File: config.mk
export PLATFORM = sky130hd
export DESIGN_NAME = timepulse_monitor
export DESIGN_NICKNAME = d
export VERILOG_FILES = /design/src/rtl/timer_pkg.sv /design/src/rtl/tp_onehot_decode.sv /design/src/rtl/timepulse_monitor.sv
export SDC_FILE = /design/constraint.sdc
export NUM_CORES = 1
export LEC_CHECK = 0
export BUFFER_PORTS_ARGS = -buffer_cell sky130_fd_sc_hd__buf_2
export CORE_MARGIN = 1
export CORE_UTILIZATION = 50
export CTS_CLUSTER_DIAMETER = 60
export CTS_CLUSTER_SIZE = 25
export DETAILED_ROUTE_END_ITERATION = 10
export GPL_TIMING_DRIVEN = 1
export HOLD_SLACK_MARGIN = 0.06
export MAX_ROUTING_LAYER = met4
export PLACE_DENSITY = 0.7
export SLEW_MARGIN = 30
export SYNTH_ARGS = -nofsm -noshare
export SYNTH_HDL_FRONTEND = slang
export SYNTH_SLANG_ARGS = --single-unit
File: constraint.sdc
create_clock -name SIM_CLK -period 20.4 [get_ports SIM_CLK]
set_input_delay 3.06 -clock SIM_CLK [delete_from_list [all_inputs] [get_ports SIM_CLK]]
set_output_delay 3.06 -clock SIM_CLK [all_outputs]
set_load 0.005 [all_outputs]
File: src/rtl/timer_pkg.sv
// Shared types and constants for the AGC-style timepulse monitor.
package timer_pkg;

  localparam int NUM_TP   = 12;
  localparam int TP_IDX_W = 4;
  localparam int ERR_W    = 8;

  typedef enum logic [1:0] {
    HUNT  = 2'd0,
    LOCK  = 2'd1,
    FAULT = 2'd2
  } tp_state_e;

  typedef logic [TP_IDX_W-1:0] tp_idx_t;

  // Successor of a timepulse index; T12 wraps back to T01.
  function automatic tp_idx_t nextIdx(input tp_idx_t idx);
    return (idx == tp_idx_t'(NUM_TP)) ? tp_idx_t'(1) : idx + tp_idx_t'(1);
  endfunction

endpackage

File: src/rtl/tp_onehot_decode.sv
// Combinational decode of the active-low timepulse bus into an index and a
// more-than-one-active flag.
module tp_onehot_decode
  import timer_pkg::*;
(
  input  logic [NUM_TP-1:0]   T_n,
  output logic [TP_IDX_W-1:0] cur,
  output logic                multi
);

  logic [NUM_TP-1:0]   active;
  logic [TP_IDX_W-1:0] popCnt;
  logic [TP_IDX_W-1:0] lastSet;

  assign active = ~T_n;

  always_comb begin
    popCnt  = '0;
    lastSet = '0;
    for (int i = 0; i < NUM_TP; i++) begin
      if (active[i]) begin
        popCnt  = popCnt + tp_idx_t'(1);
        lastSet = tp_idx_t'(i + 1);
      end
    end
  end

  // A collision reports no index so it can never look like a transition.
  assign multi = (popCnt > tp_idx_t'(1));
  assign cur   = multi ? '0 : lastSet;

endmodule

File: src/rtl/timepulse_monitor.sv
// Tracks the T01..T12 timepulse sequence, counts memory cycles and flags
// ordering, collision and stall errors.
module timepulse_monitor
  import timer_pkg::*;
#(
  parameter int STALL_LIMIT = 64,
  parameter int CNT_W       = 16
) (
  input  logic                SIM_CLK,
  input  logic                SIM_RST,
  input  logic [NUM_TP-1:0]   T_n,
  input  logic                GOJAM,
  input  logic                STOP,
  output logic [TP_IDX_W-1:0] TP_IDX,
  output logic                LOCKED,
  output logic                MCT_STB,
  output logic [CNT_W-1:0]    MCT_CNT,
  output logic                SEQ_ERR,
  output logic                MULTI_ERR,
  output logic                STALL,
  output logic [ERR_W-1:0]    ERR_CNT
);

  localparam int SW = $clog2(STALL_LIMIT + 1);

  tp_idx_t   cur;
  logic      multi;

  tp_state_e  state_q;
  tp_idx_t    exp_q;
  tp_idx_t    last_q;
  tp_idx_t    tpIdx_q;
  logic       locked_q;
  logic       mctStb_q;
  logic [CNT_W-1:0] mctCnt_q;
  logic       seqErr_q;
  logic       multiErr_q;
  logic       stall_q;
  logic [ERR_W-1:0] errCnt_q;
  logic [SW-1:0]    stallCnt_q;

  logic [SW-1:0]    stallCnt_d;
  logic [ERR_W-1:0] errCnt_d;
  logic             isTrans;
  logic             stallHit;
  logic             seqHit;
  logic             anyErr;

  tp_onehot_decode u_decode (
    .T_n  (T_n),
    .cur  (cur),
    .multi(multi)
  );

  always_comb begin
    isTrans    = (cur != '0) && (cur != last_q) && !multi;
    stallCnt_d = stallCnt_q + SW'(1);
    stallHit   = (state_q == LOCK) && !STOP && !isTrans &&
                 (stallCnt_d == SW'(STALL_LIMIT));
    seqHit     = (state_q == LOCK) && isTrans && (cur != exp_q);
    anyErr     = seqHit || multi || stallHit;
    errCnt_d   = (errCnt_q == {ERR_W{1'b1}}) ? errCnt_q : errCnt_q + ERR_W'(1);
  end

  // Concurrent error causes in one cycle still cost only one ERR_CNT step.
  always_ff @(posedge SIM_CLK) begin
    if (SIM_RST) begin
      state_q    <= HUNT;
      exp_q      <= tp_idx_t'(1);
      last_q     <= '0;
      tpIdx_q    <= '0;
      locked_q   <= 1'b0;
      mctStb_q   <= 1'b0;
      mctCnt_q   <= '0;
      seqErr_q   <= 1'b0;
      multiErr_q <= 1'b0;
      stall_q    <= 1'b0;
      errCnt_q   <= '0;
      stallCnt_q <= '0;
    end else begin
      mctStb_q   <= 1'b0;
      seqErr_q   <= 1'b0;
      multiErr_q <= 1'b0;

      if (GOJAM) begin
        state_q    <= HUNT;
        exp_q      <= tp_idx_t'(1);
        last_q     <= '0;
        tpIdx_q    <= '0;
        locked_q   <= 1'b0;
        stall_q    <= 1'b0;
        stallCnt_q <= '0;
      end else begin
        if ((cur != '0) && !multi)
          last_q <= cur;
        if (anyErr)
          errCnt_q <= errCnt_d;
        multiErr_q <= multi;

        case (state_q)
          HUNT: begin
            stallCnt_q <= '0;
            if (isTrans && (cur == tp_idx_t'(1))) begin
              state_q  <= LOCK;
              locked_q <= 1'b1;
              exp_q    <= tp_idx_t'(2);
              tpIdx_q  <= tp_idx_t'(1);
            end
          end

          LOCK: begin
            if (multi || stallHit) begin
              state_q    <= FAULT;
              locked_q   <= 1'b0;
              stallCnt_q <= '0;
              if (stallHit)
                stall_q <= 1'b1;
            end else if (isTrans) begin
              stallCnt_q <= '0;
              if (cur == exp_q) begin
                tpIdx_q <= cur;
                exp_q   <= nextIdx(cur);
                if (cur == tp_idx_t'(1)) begin
                  mctStb_q <= 1'b1;
                  mctCnt_q <= mctCnt_q + CNT_W'(1);
                end
              end else begin
                seqErr_q <= 1'b1;
                state_q  <= FAULT;
                locked_q <= 1'b0;
              end
            end else if (!STOP) begin
              stallCnt_q <= stallCnt_d;
            end
          end

          FAULT: begin
            stallCnt_q <= '0;
            if (isTrans && (cur == tp_idx_t'(1))) begin
              state_q  <= LOCK;
              locked_q <= 1'b1;
              exp_q    <= tp_idx_t'(2);
              tpIdx_q  <= tp_idx_t'(1);
              stall_q  <= 1'b0;
            end
          end

          default: begin
            state_q    <= HUNT;
            locked_q   <= 1'b0;
            exp_q      <= tp_idx_t'(1);
            stallCnt_q <= '0;
          end
        endcase
      end
    end
  end

  assign TP_IDX    = tpIdx_q;
  assign LOCKED    = locked_q;
  assign MCT_STB   = mctStb_q;
  assign MCT_CNT   = mctCnt_q;
  assign SEQ_ERR   = seqErr_q;
  assign MULTI_ERR = multiErr_q;
  assign STALL     = stall_q;
  assign ERR_CNT   = errCnt_q;

endmodule

==> results of run 1 <==
tightest hold or removal path, stage by stage, from the launching register on:
cell and delay, ps:
dfxtp_1 320, nand2_1 50, o21ai_0 60
state kept, by name (all words and copies together) (netlist names):
register	flops
MCT_CNT	16
exp_q	4
last_q	4
MCT_STB	1
STALL	1
LOCKED	1
ERR_CNT	8
TP_IDX	4
stallCnt_q	7
state_q	2
SEQ_ERR	1
MULTI_ERR	1
cell type report:
| cell class | count | share of cell area |
|---|---|---|
| clock buffers | 6 | 0.0166 |
| clock inverters | 1 | 0.00171 |
| inverters | 19 | 0.0163 |
| multi-input cells | 406 | 0.653 |
| flip-flops and latches | 50 | 0.228 |
| well taps | 102 | 0.0291 |
| repair buffers | 48 | 0.0548 |
how the worst max path moves through the flow:
stage                       from                       end  depth (start not counted)
after floorplan           T_n[0]  MCT_CNT[12]$_SDFFE_PP0P_                         39
after global placement    T_n[0]  MCT_CNT[15]$_SDFFE_PP0P_                         37
after detailed placement  T_n[0]  MCT_CNT[15]$_SDFFE_PP0P_                         37
after CTS                 T_n[0]  MCT_CNT[15]$_SDFFE_PP0P_                         37
after global routing      T_n[0]  MCT_CNT[15]$_SDFFE_PP0P_                         37
final                     T_n[1]  MCT_CNT[15]$_SDFFE_PP0P_                         37
per-layer routing:
layer,vias to the layer above,GRT usage,share of wire
met5,-,-,0
met4,0,0.0612,0.0096
met3,8,0.0282,0.036
met2,63,0.393,0.49
met1,1660,0.273,0.46
li1,1848,-,-
through the flow:
stage	hold slack, ps	util	power (W)
6_report	466	0.564	0.000376
5_1_grt	507	0.564	0.000408
4_1_cts	468	0.564	0.000378
3_5_place_dp	457	0.553	0.000320
3_3_place_gp	450	0.553	0.000313
2_1_floorplan	449	-	0.000283
power by group through the flow:
stage / Combinational, W / Clock (W) / Sequential, W
after floorplan: 0.000175 / 0 / 0.000108
after global placement: 0.000205 / 0 / 0.000108
after detailed placement: 0.000211 / 0 / 0.000109
after CTS: 0.000213 / 0.0000588 / 0.000106
after global routing: 0.000238 / 0.0000627 / 0.000107
final: 0.000213 / 0.0000574 / 0.000106
cell usage in the layout, fill, tap and decap left out, types with 2 or more instances in the layout:
cell type | synthesis | routed
a211oi_1 | 4 | 4
a21boi_0 | 3 | 3
a21o_1 | 2 | 2
a21oi_1 | 32 | 32
a31oi_1 | 8 | 8
a32o_1 | 2 | 2
and2_1 | 6 | 6
and3_1 | 5 | 5
and3b_1 | 2 | 2
buf_2 | 3 | 48
clkbuf_8 | 0 | 5
dfxtp_1 | 50 | 50
ha_1 | 21 | 21
inv_1 | 18 | 18
mux2_2 | 12 | 12
mux2i_1 | 14 | 14
nand2_1 | 53 | 53
nand2b_1 | 7 | 7
nand3_1 | 19 | 19
nand3b_1 | 7 | 7
nand4_1 | 6 | 6
nor2_1 | 45 | 45
nor2b_1 | 21 | 21
nor3_1 | 11 | 11
nor4_1 | 3 | 3
o21a_1 | 2 | 2
o21ai_0 | 18 | 18
o22ai_1 | 4 | 4
o311a_1 | 2 | 2
o31ai_1 | 9 | 9
o41ai_1 | 2 | 2
or2_2 | 3 | 3
or3_1 | 5 | 5
or4_1 | 8 | 8
xnor2_1 | 24 | 24
xnor2_2 | 2 | 2
xnor3_1 | 3 | 3
xor2_1 | 13 | 13
logic make-up after synthesis:
| family | count (synthesis) |
|---|---|
| compound gates | 103 |
| flops | 50 |
| fa+ha+maj | 21 |
| simple gates | 209 |
| mux | 27 |
| buf+inv | 42 |
| xor+xnor | 46 |
==> metrics.csv, run 1 <==
stage,metric,value,unit
power,clkPwrFrac,0.152,
setup_path,cp_max_fo,27,
clock_network,root_buffer,clkbuf_8,
global_route,overflow,0,
power,irDropWorstVdd,0.0491,mV
clock_network,post_cts_resized,0,
yosys,synthMuxAreaShare,0.0719,
setup_path,cp.arrival,11400,ps
sta,finalClockSkew,14.7,ps
sta,fmax,0.0893,GHz
sta,tightest_slew,789,ps
die,fp.dieW,91.8,µm
placed_design,post_dp_cell_area,4300,µm²
worst_hold_path,min_from,LOCKED$_SDFFE_PP0P_,
die,die-area,8430,µm²
yosys,synthSimpleGateAreaFrac,0.271,
sta,setup_viol,0,
yosys,netlist_instances,498,
yosys,synth_xor_area_frac,0.128,
detailed_routing,drt-total-wl,8.77,mm
flow_run,maxCapViolCount,0,
worst_hold_path,min_path_cells,2,
power,power.switching,0.000157,W
placed_design,dpl.hpwl,6.72,mm
die,start_util,0.519,
yosys,synthAdderAreaFrac,0.0651,
detailed_routing,detail_route.first_pass.iterations,4,
sta,slew_viol_final,0,
yosys,synthDistinctLibCells,69,
die,core_area,7770,µm²
setup_path,cp_slowest_cell,nand4bb_2,
power,internal_power,0.000219,W
setup_path,cpMostUsedCell,ha_1,
sta,finalSetupTns,0,ps
sta,finalHoldViolations,0,
yosys,mappedNetlistArea,4040,µm²
detailed_routing,wl_per_cell,13.9,µm
final_layout,final_nets,567,
sta,slew_headroom,0.471,
final_layout,fillers,745,
clock_network,cts.sinks,50,
final_layout,layout-drive-gt1-share,0.162,
yosys,yosys-top-cells-count,"nand2_1 (53), dfxtp_1 (50), nor2_1 (45), a21oi_1 (32), xnor2_1 (24)",
worst_hold_path,worstHoldPathType,flip-flop to flip-flop,
yosys,ys_async_sr_fraction,0,
sta,rsz0062_at_grt,no,
setup_path,critical-path-top-delay-family,simple AND/OR/NAND/NOR gates,
yosys,synth_top_cell_area_share,0.248,
clock_network,cts_buffers,5,
power,powerDensity,85.9,nW/µm²
yosys,synth-seq-area-share,0.248,
placed_design,placedCellCount,625,
global_route,grt_pass1_wl,15.4,mm
yosys,synth_seq_cells,50,
die,io-pin-count,49,
yosys,synth_top_family_by_area,simple AND/OR/NAND/NOR gates,
setup_path,critPathCaptureType,flip-flop,
setup_path,path_class,input pin to flip-flop,
final_layout,final_cells,632,
final_layout,multi_input_area,2860,µm²
clock_network,hold_buffers,0,
die,rows,32,
global_route,antenna_found_initial,0,
global_route,track_usage,0.225,
setup_path,max_stage_delay,580,ps
global_route,grt_max_degree,36,
final_layout,area_delta_synth_final,8.62,%
power,p_leak,1.77,nW
yosys,synth_compound_area_frac,0.172,
setup_path,r2r_end,MCT_CNT[15]$_SDFFE_PP0P_,
yosys,synth_edf_count,0,
sta,period_minus_slack,11200,ps
yosys,yosysWarnings,0,
power,power_frac_seq,0.282,
die,fp.dieH,91.8,µm
global_route,grt_pass1_vias,3447,
placed_design,place_ws,8580,ps
detailed_routing,vias,3579,
detailed_routing,drtIter0Drc,132,
setup_path,crit_buf_inv,3,
clock_network,cts_tree,done,
sta,setup_slack,9200,ps
detailed_routing,ant_nets,0,
setup_path,r2r_slack,17310,ps
power,power_frac_comb,0.566,
yosys,synthFlopType,dfxtp_1,
yosys,synth_area_leaders,"dfxtp_1 (25%), ha_1 (6.5%), xnor2_1 (5.2%), nand2_1 (4.9%), nor2_1 (4.2%)",
detailed_routing,drc,0,
final_layout,finalInstanceArea,4380,µm²
setup_path,r2r-start,exp_q[3]$_SDFFE_PP0P_,
clock_network,cts_setup_buffers,0,
sta,fin_crit_sh,0.549,
setup_path,critPathRequiredTime,20610,ps
clock_network,max-clock-path-buffers,2,
final_layout,regArea,1000,µm²
setup_path,worstSetupStartpointType,input pin,
outcome,status,"finished, final reports clean",
yosys,synthMostInstantiatedCell,nand2_1,
clock_network,clock_latency,310,ps
yosys,syn_area_per_cell,8.10,µm²
setup_path,ff2ff_path_depth,9,
clock_network,clk_pin_slew,100,ps
placed_design,place_congestion,0.864,
clock_network,cts_htree_levels,2,
detailed_routing,avgViaCountPerCell,5.66,
placed_design,port_buffers,48,
yosys,synth_top_cell_by_area,dfxtp_1,
worst_hold_path,hold_path_end,LOCKED$_SDFFE_PP0P_,
power,sw_frac_of_total,0.417,
final_layout,num_antenna_cells,0,
yosys,synth_nets,535,
(Power assumes the default switching activity.)
==> inputs of run 2 (changes only) <==
--- a/config.mk
+++ b/config.mk
@@ -14,7 +14,7 @@
 export GPL_TIMING_DRIVEN = 1
 export HOLD_SLACK_MARGIN = 0.06
 export MAX_ROUTING_LAYER = met4
-export PLACE_DENSITY = 0.7
+export PLACE_DENSITY = 0.73
 export SLEW_MARGIN = 30
 export SYNTH_ARGS = -nofsm -noshare
 export SYNTH_HDL_FRONTEND = slang
==> constraint.sdc (replaced) <==
create_clock -name SIM_CLK -period 9.86 [get_ports SIM_CLK]
set_input_delay 1.479 -clock SIM_CLK [delete_from_list [all_inputs] [get_ports SIM_CLK]]
set_output_delay 1.479 -clock SIM_CLK [all_outputs]
set_load 0.005 [all_outputs]
==> run 2 against run 1 <==
Compared with the run above:
- utilization is 0.26 points higher
- cell area increased by 0.46%
- combinational power rose by 110%
- power rose by 110%
- largest cell class unchanged
- largest power group unchanged
- highest routed layer unchanged
==> metrics.csv, run 2 (same netlist as run 1, synthesis figures left out) <==
stage,metric,value,unit
outcome,status,"finished, final reports clean",
detailed_routing,drtIter0Drc,163,
sta,period_minus_slack,9130,ps
detailed_routing,avgViaCountPerCell,5.66,
sta,finalClockSkew,13.5,ps
die,fp.dieH,91.8,µm
global_route,grt_pass1_wl,14.7,mm
power,power,0.000780,W
final_layout,final_nets,570,
detailed_routing,drc,0,
final_layout,finalInstanceArea,4400,µm²
clock_network,clk_pin_slew,100,ps
sta,setup_slack,728,ps
die,fp.dieW,91.8,µm
power,clkPwrFrac,0.151,
sta,finalHoldViolations,0,
final_layout,final_common_cell,nand2_1,
power,internal_power,0.000456,W
power,irDropWorstVdd,0.0747,mV
final_layout,layout-drive-gt1-share,0.167,
clock_network,max-clock-path-buffers,2,
placed_design,port_buffers,48,
setup_path,endpoint,exp_q[0]$_SDFFE_PP1P_,
power,sw_frac_of_total,0.415,
die,core_area,7770,µm²
clock_network,clock_latency,310,ps
setup_path,cpMostUsedCell,ha_1,
setup_path,ff2ff_path_depth,9,
sta,setup_viol,0,
setup_path,path_class,input pin to flip-flop,
die,die-area,8430,µm²
final_layout,largest_reg_flops,16,
placed_design,post_dp_cell_area,4310,µm²
detailed_routing,detail_route.first_pass.iterations,4,
detailed_routing,vias,3597,
detailed_routing,wl_per_cell,13.7,µm
power,powerDensity,177,nW/µm²
clock_network,cts.sinks,50,
clock_network,cts_tree,done,
power,power.switching,0.000324,W
setup_path,cp_max_fo,13,
die,rows,32,
power,p_leak,1.79,nW
sta,fmax,0.110,GHz
setup_path,cp_slowest_cell,nor3_1,
setup_path,max_stage_delay,570,ps
die,start_util,0.519,
global_route,grt_pass1_vias,3299,
final_layout,num_antenna_cells,0,
setup_path,critPathCaptureType,flip-flop,
power,power_frac_seq,0.281,
setup_path,critPathRequiredTime,10060,ps
final_layout,fillers,731,
setup_path,r2r-start,stallCnt_q[0]$_SDFFE_PP0N_,
sta,holdWs,462,ps
global_route,antenna_found_initial,0,
sta,finalSetupTns,0,ps
placed_design,place_ws,387,ps
flow_run,maxCapViolCount,0,
global_route,grt_max_degree,36,
detailed_routing,drt-total-wl,8.69,mm
setup_path,r2r_end,ERR_CNT[2]$_SDFFE_PP0P_,
clock_network,cts_buffers,5,
die,io-pin-count,49,
clock_network,hold_buffers,0,
placed_design,dpl.hpwl,6.63,mm
setup_path,cp-startpoint,T_n[1],
detailed_routing,ant_nets,0,
setup_path,r2r_slack,7080,ps
setup_path,worstSetupStartpointType,input pin,
worst_hold_path,worstHoldPathType,flip-flop to flip-flop,
final_layout,mostFrequentLayoutCells,"nand2_1 (53), dfxtp_1 (50), buf_2 (48)",
final_layout,area_delta_synth_final,9.12,%
global_route,overflow,0,
global_route,track_usage,0.215,
power,power_frac_comb,0.567,
sta,slew_headroom,0.524,
sta,tightest_slew,705,ps
sta,rsz0062_at_grt,no,
setup_path,cp.arrival,9340,ps
clock_network,cts_htree_levels,2,
sta,fin_crit_sh,0.926,
clock_network,root_buffer,clkbuf_8,
placed_design,place_congestion,0.842,
sta,slew_viol_final,0,
-- run 2: changes by cell type in the layout (fill, tap and decap cells not counted), sizes merged --
cell | previous run | this run
buf | 48 | 51
clkinvlp | 1 | 0
clkinv | 0 | 1
clkbuf | 6 | 5
inv | 19 | 20
-- run 2: timing repair --
item | in CTS | in global routing
hold endpoints to repair | 0 | 0
setup buffers | 0 | 1
endpoints found under the setup margin | 0 | 1
gates resized for setup | 0 | 0
-- run 2: routing by layer --
| layer | part of all wire | vias to the layer above | GRT usage |
|---|---|---|---|
| met4 | 0.0092 | 0 | 0.0482 |
| li1 | - | 1845 | - |
| met2 | 0.48 | 81 | 0.367 |
| met1 | 0.46 | 1665 | 0.266 |
| met3 | 0.050 | 6 | 0.0348 |
| met5 | 0 | - | - |
-- run 2: cell type report --
cell class / count / area (µm²) / share of cell area
clock buffers: 5 / 68.8 / 0.0156
clock inverters: 2 / 13.8 / 0.00313
inverters: 19 / 71.3 / 0.0162
multi-input cells: 406 / 2860 / 0.649
flip-flops and latches: 50 / 1000 / 0.227
well taps: 102 / 128 / 0.0290
repair buffers: 51 / 263 / 0.0597
-- run 2: power by group through the flow --
stage / logic [W] / registers [W] / clock network [W]
detailed placement: 0.000437 / 0.000224 / 0
floorplan: 0.000361 / 0.000223 / 0
finish: 0.000442 / 0.000219 / 0.000118
CTS: 0.000440 / 0.000219 / 0.000124
global route: 0.000485 / 0.000221 / 0.000132
global placement: 0.000428 / 0.000224 / 0
-- run 2: critical path, delay by kind of cell --
kind	cells	cell delay [ps]
AOI/OAI and AO/OA	10	1880
xor gates and xnor gates	5	1180
adders and majority gates	7	1910
buffers and inverters	3	280
muxes	2	670
and+or+nand+nor	10	1900
-- run 2: worst min-delay path by stage --
stage | start | to | slack (ps) | depth (start not counted)
2_1_floorplan | last_q[2]$_SDFFE_PP0P_ | last_q[2]$_SDFFE_PP0P_ | 450 | 2
4_1_cts | LOCKED$_SDFFE_PP0P_ | LOCKED$_SDFFE_PP0P_ | 460 | 2
5_1_grt | last_q[3]$_SDFFE_PP0P_ | last_q[3]$_SDFFE_PP0P_ | 500 | 2
6_report | LOCKED$_SDFFE_PP0P_ | LOCKED$_SDFFE_PP0P_ | 460 | 2
3_3_place_gp | LOCKED$_SDFFE_PP0P_ | LOCKED$_SDFFE_PP0P_ | 450 | 2
3_5_place_dp | LOCKED$_SDFFE_PP0P_ | LOCKED$_SDFFE_PP0P_ | 450 | 2
-- run 2: metrics by stage --
| step | util | instances |
|---|---|---|
| 4_1_cts | 0.566 | 634 |
| 3_5_place_dp | 0.555 | 627 |
| 2_1_floorplan | - | 498 |
| 6_report | 0.567 | 635 |
| 3_3_place_gp | 0.555 | 627 |
| 5_1_grt | 0.567 | 635 |
==> inputs of run 3 (changes only) <==
--- a/config.mk
+++ b/config.mk
@@ -5,6 +5,7 @@
 export SDC_FILE = /design/constraint.sdc
 export NUM_CORES = 1
 export LEC_CHECK = 0
+export ABC_AREA = 1
 export BUFFER_PORTS_ARGS = -buffer_cell sky130_fd_sc_hd__buf_2
 export CORE_MARGIN = 1
 export CORE_UTILIZATION = 50
==> run 3 against run 2 <==
Compared with the run above:
- power is 24% lower
- global-route usage is 0.64 points lower
- critical path depth is 4 higher
- largest cell class unchanged
- via count is 7.3% higher
- clock skew is 7.6 ps lower
- hold slack better by 7.1 ps
- sequential share of layout area is 0.62 points lower
==> metrics.csv, run 3 <==
stage,metric,value,unit
outcome,status,"finished, final reports clean",
sta,slew_headroom,0.458,
clock_network,cts_tree,done,
sta,finalClockSkew,5.87,ps
sta,finalSetupTns,0,ps
clock_network,clock_latency,300,ps
yosys,yosysWarnings,0,
placed_design,place_congestion,0.870,
global_route,grt_max_degree,26,
setup_path,worstSetupStartpointType,input pin,
sta,fin_crit_sh,0.835,
yosys,synthMostInstantiatedCell,nand2_1,
power,power_frac_comb,0.435,
final_layout,largest_reg_flops,16,
final_layout,layout-drive-gt1-share,0.202,
sta,setup_viol,0,
final_layout,area_delta_synth_final,9.94,%
detailed_routing,detail_route.first_pass.iterations,5,
yosys,synth_top_cell_by_area,dfxtp_1,
yosys,ys_async_sr_fraction,0,
power,power_frac_seq,0.356,
clock_network,cts_htree_levels,2,
worst_hold_path,worstHoldPathType,flip-flop to flip-flop,
final_layout,final_common_cell,nand2_1,
sta,holdWs,469,ps
yosys,synth_seq_cells,50,
flow_run,maxCapViolCount,0,
power,sw_frac_of_total,0.407,
placed_design,dpl.hpwl,6.69,mm
sta,period_minus_slack,8240,ps
power,irDropWorstVdd,0.0604,mV
final_layout,mostFrequentLayoutCells,"nand2_1 (134), inv_1 (73), nand3_1 (61)",
yosys,synth_edf_count,0,
global_route,track_usage,0.208,
yosys,synthFlopType,dfxtp_1,
yosys,synth_nets,640,
clock_network,post_cts_resized,0,
sta,finalHoldViolations,0,
sta,tightest_slew,809,ps
worst_hold_path,min_path_cells,2,
power,powerDensity,131,nW/µm²
global_route,grt_pass1_vias,3392,
power,power.switching,0.000242,W
yosys,synth-seq-area-share,0.243,
setup_path,critPathCaptureType,flip-flop,
setup_path,r2r-start,state_q[0]$_SDFFE_PP0P_,
worst_hold_path,min_from,exp_q[1]$_SDFFE_PP0P_,
setup_path,critPathRequiredTime,10060,ps
die,rows,32,
final_layout,fillers,781,
detailed_routing,wl_per_cell,11.2,µm
die,fp.dieW,92.8,µm
clock_network,root_buffer,clkbuf_8,
yosys,synth_top_cell_area_share,0.243,
sta,fmax,0.121,GHz
clock_network,cts.sinks,50,
global_route,overflow,0,
detailed_routing,ant_nets,0,
die,io-pin-count,49,
yosys,netlist_instances,603,
yosys,synthDistinctLibCells,47,
die,core_area,7850,µm²
yosys,mappedNetlistArea,4120,µm²
die,fp.dieH,92.8,µm
setup_path,cp-startpoint,T_n[1],
clock_network,clk_pin_slew,90,ps
final_layout,final_nets,689,
setup_path,cp_max_fo,25,
setup_path,ff2ff_path_depth,9,
clock_network,cts_buffers,5,
die,die-area,8600,µm²
clock_network,max-clock-path-buffers,2,
power,internal_power,0.000352,W
final_layout,num_antenna_cells,0,
sta,slew_viol_final,0,
detailed_routing,drt-total-wl,8.45,mm
global_route,antenna_found_initial,0,
detailed_routing,drtIter0Drc,110,
setup_path,max_stage_delay,330,ps
global_route,grt_pass1_wl,14.6,mm
power,clkPwrFrac,0.209,
power,p_leak,2.17,nW
yosys,syn_area_per_cell,6.83,µm²
yosys,yosys-top-cells-count,"nand2_1 (134), inv_1 (73), nand3_1 (61), nor2_1 (54), dfxtp_1 (50)",
clock_network,hold_buffers,0,
setup_path,cp_slowest_cell,ha_1,
setup_path,cp.arrival,8440,ps
detailed_routing,avgViaCountPerCell,5.11,
detailed_routing,vias,3860,
yosys,synth_area_leaders,"dfxtp_1 (24%), nand2_1 (12%), nand3_1 (7.4%), inv_1 (6.7%), ha_1 (6.4%)",
setup_path,path_class,input pin to flip-flop,
detailed_routing,drc,0,
setup_path,cpMostUsedCell,ha_1,
die,start_util,0.525,
sta,rsz0062_at_grt,no,
clock_network,cts_setup_buffers,0,
placed_design,port_buffers,48,
## run 3: changes by cell type after synthesis, moves of 15 or more
cell     delta
inv_1      +55
nand2_2    +18
nor2b_1    -21
nand2_1    +81
nand3_1    +42
xnor2_1    -15
## run 3: stage by stage
stage | total power (W) | instance area, µm² | util | std cells | setup WS (ps)
2_1_floorplan | 0.000427 | 4120 | - | 603 | 2090
3_3_place_gp | 0.000468 | 4430 | 0.565 | 747 | 1580
3_5_place_dp | 0.000475 | 4430 | 0.565 | 747 | 1300
4_1_cts | 0.000600 | 4530 | 0.577 | 755 | 1620
5_1_grt | 0.000640 | 4530 | 0.577 | 755 | 1050
6_report | 0.000595 | 4530 | 0.577 | 755 | 1620
## run 3: per-layer routing
layer,track usage,part of all wire,vias up
met5,-,0,-
met1,0.280,0.51,1705
li1,-,-,2068
met3,0.0279,0.037,4
met4,0.0410,0.0053,0
met2,0.335,0.45,83
## run 3: area by class of cell
cell class | count | area, µm² | share of cell area
Multi-Input combinational cell | 465 | 2750 | 0.608
Sequential cell | 50 | 1000 | 0.221
Inverter | 82 | 309 | 0.0683
Timing Repair Buffer | 48 | 240 | 0.0531
Tap cell | 102 | 128 | 0.0282
Clock buffer | 6 | 82.6 | 0.0182
Clock inverter | 2 | 12.5 | 0.00276
## run 3: critical path, delay by kind of cell
family                   cells  cell delay (ps)
AO/OA/AOI/OAI                8             1580
XOR/XNOR                     4              520
AND/OR/NAND/NOR             18             2550
adder cells (fa/ha/maj)      7             1970
buffers and inverters        4              310
## run 3: power by group through the flow
stage	registers, W	logic [W]	clock network, W
3_3_place_gp	0.000216	0.000252	0
4_1_cts	0.000211	0.000260	0.000129
3_5_place_dp	0.000216	0.000259	0
2_1_floorplan	0.000216	0.000211	0
6_report	0.000212	0.000259	0.000125
5_1_grt	0.000212	0.000292	0.000136
## run 3: logic make-up after synthesis
family | share of synthesized area
simple gates | 0.442
buf+inv | 0.0881
compound gates | 0.107
flops | 0.243
xor+xnor | 0.0553
fa+ha+maj | 0.0638
## run 3: final timing paths
check                                                 to  slack (ps)
worst max-delay path            MCT_CNT[11]$_SDFFE_PP0P_        1620
worst min-delay path               exp_q[1]$_SDFFE_PP0P_         470
worst max register to register  MCT_CNT[11]$_SDFFE_PP0P_        7520
worst min register to register     exp_q[1]$_SDFFE_PP0P_         470
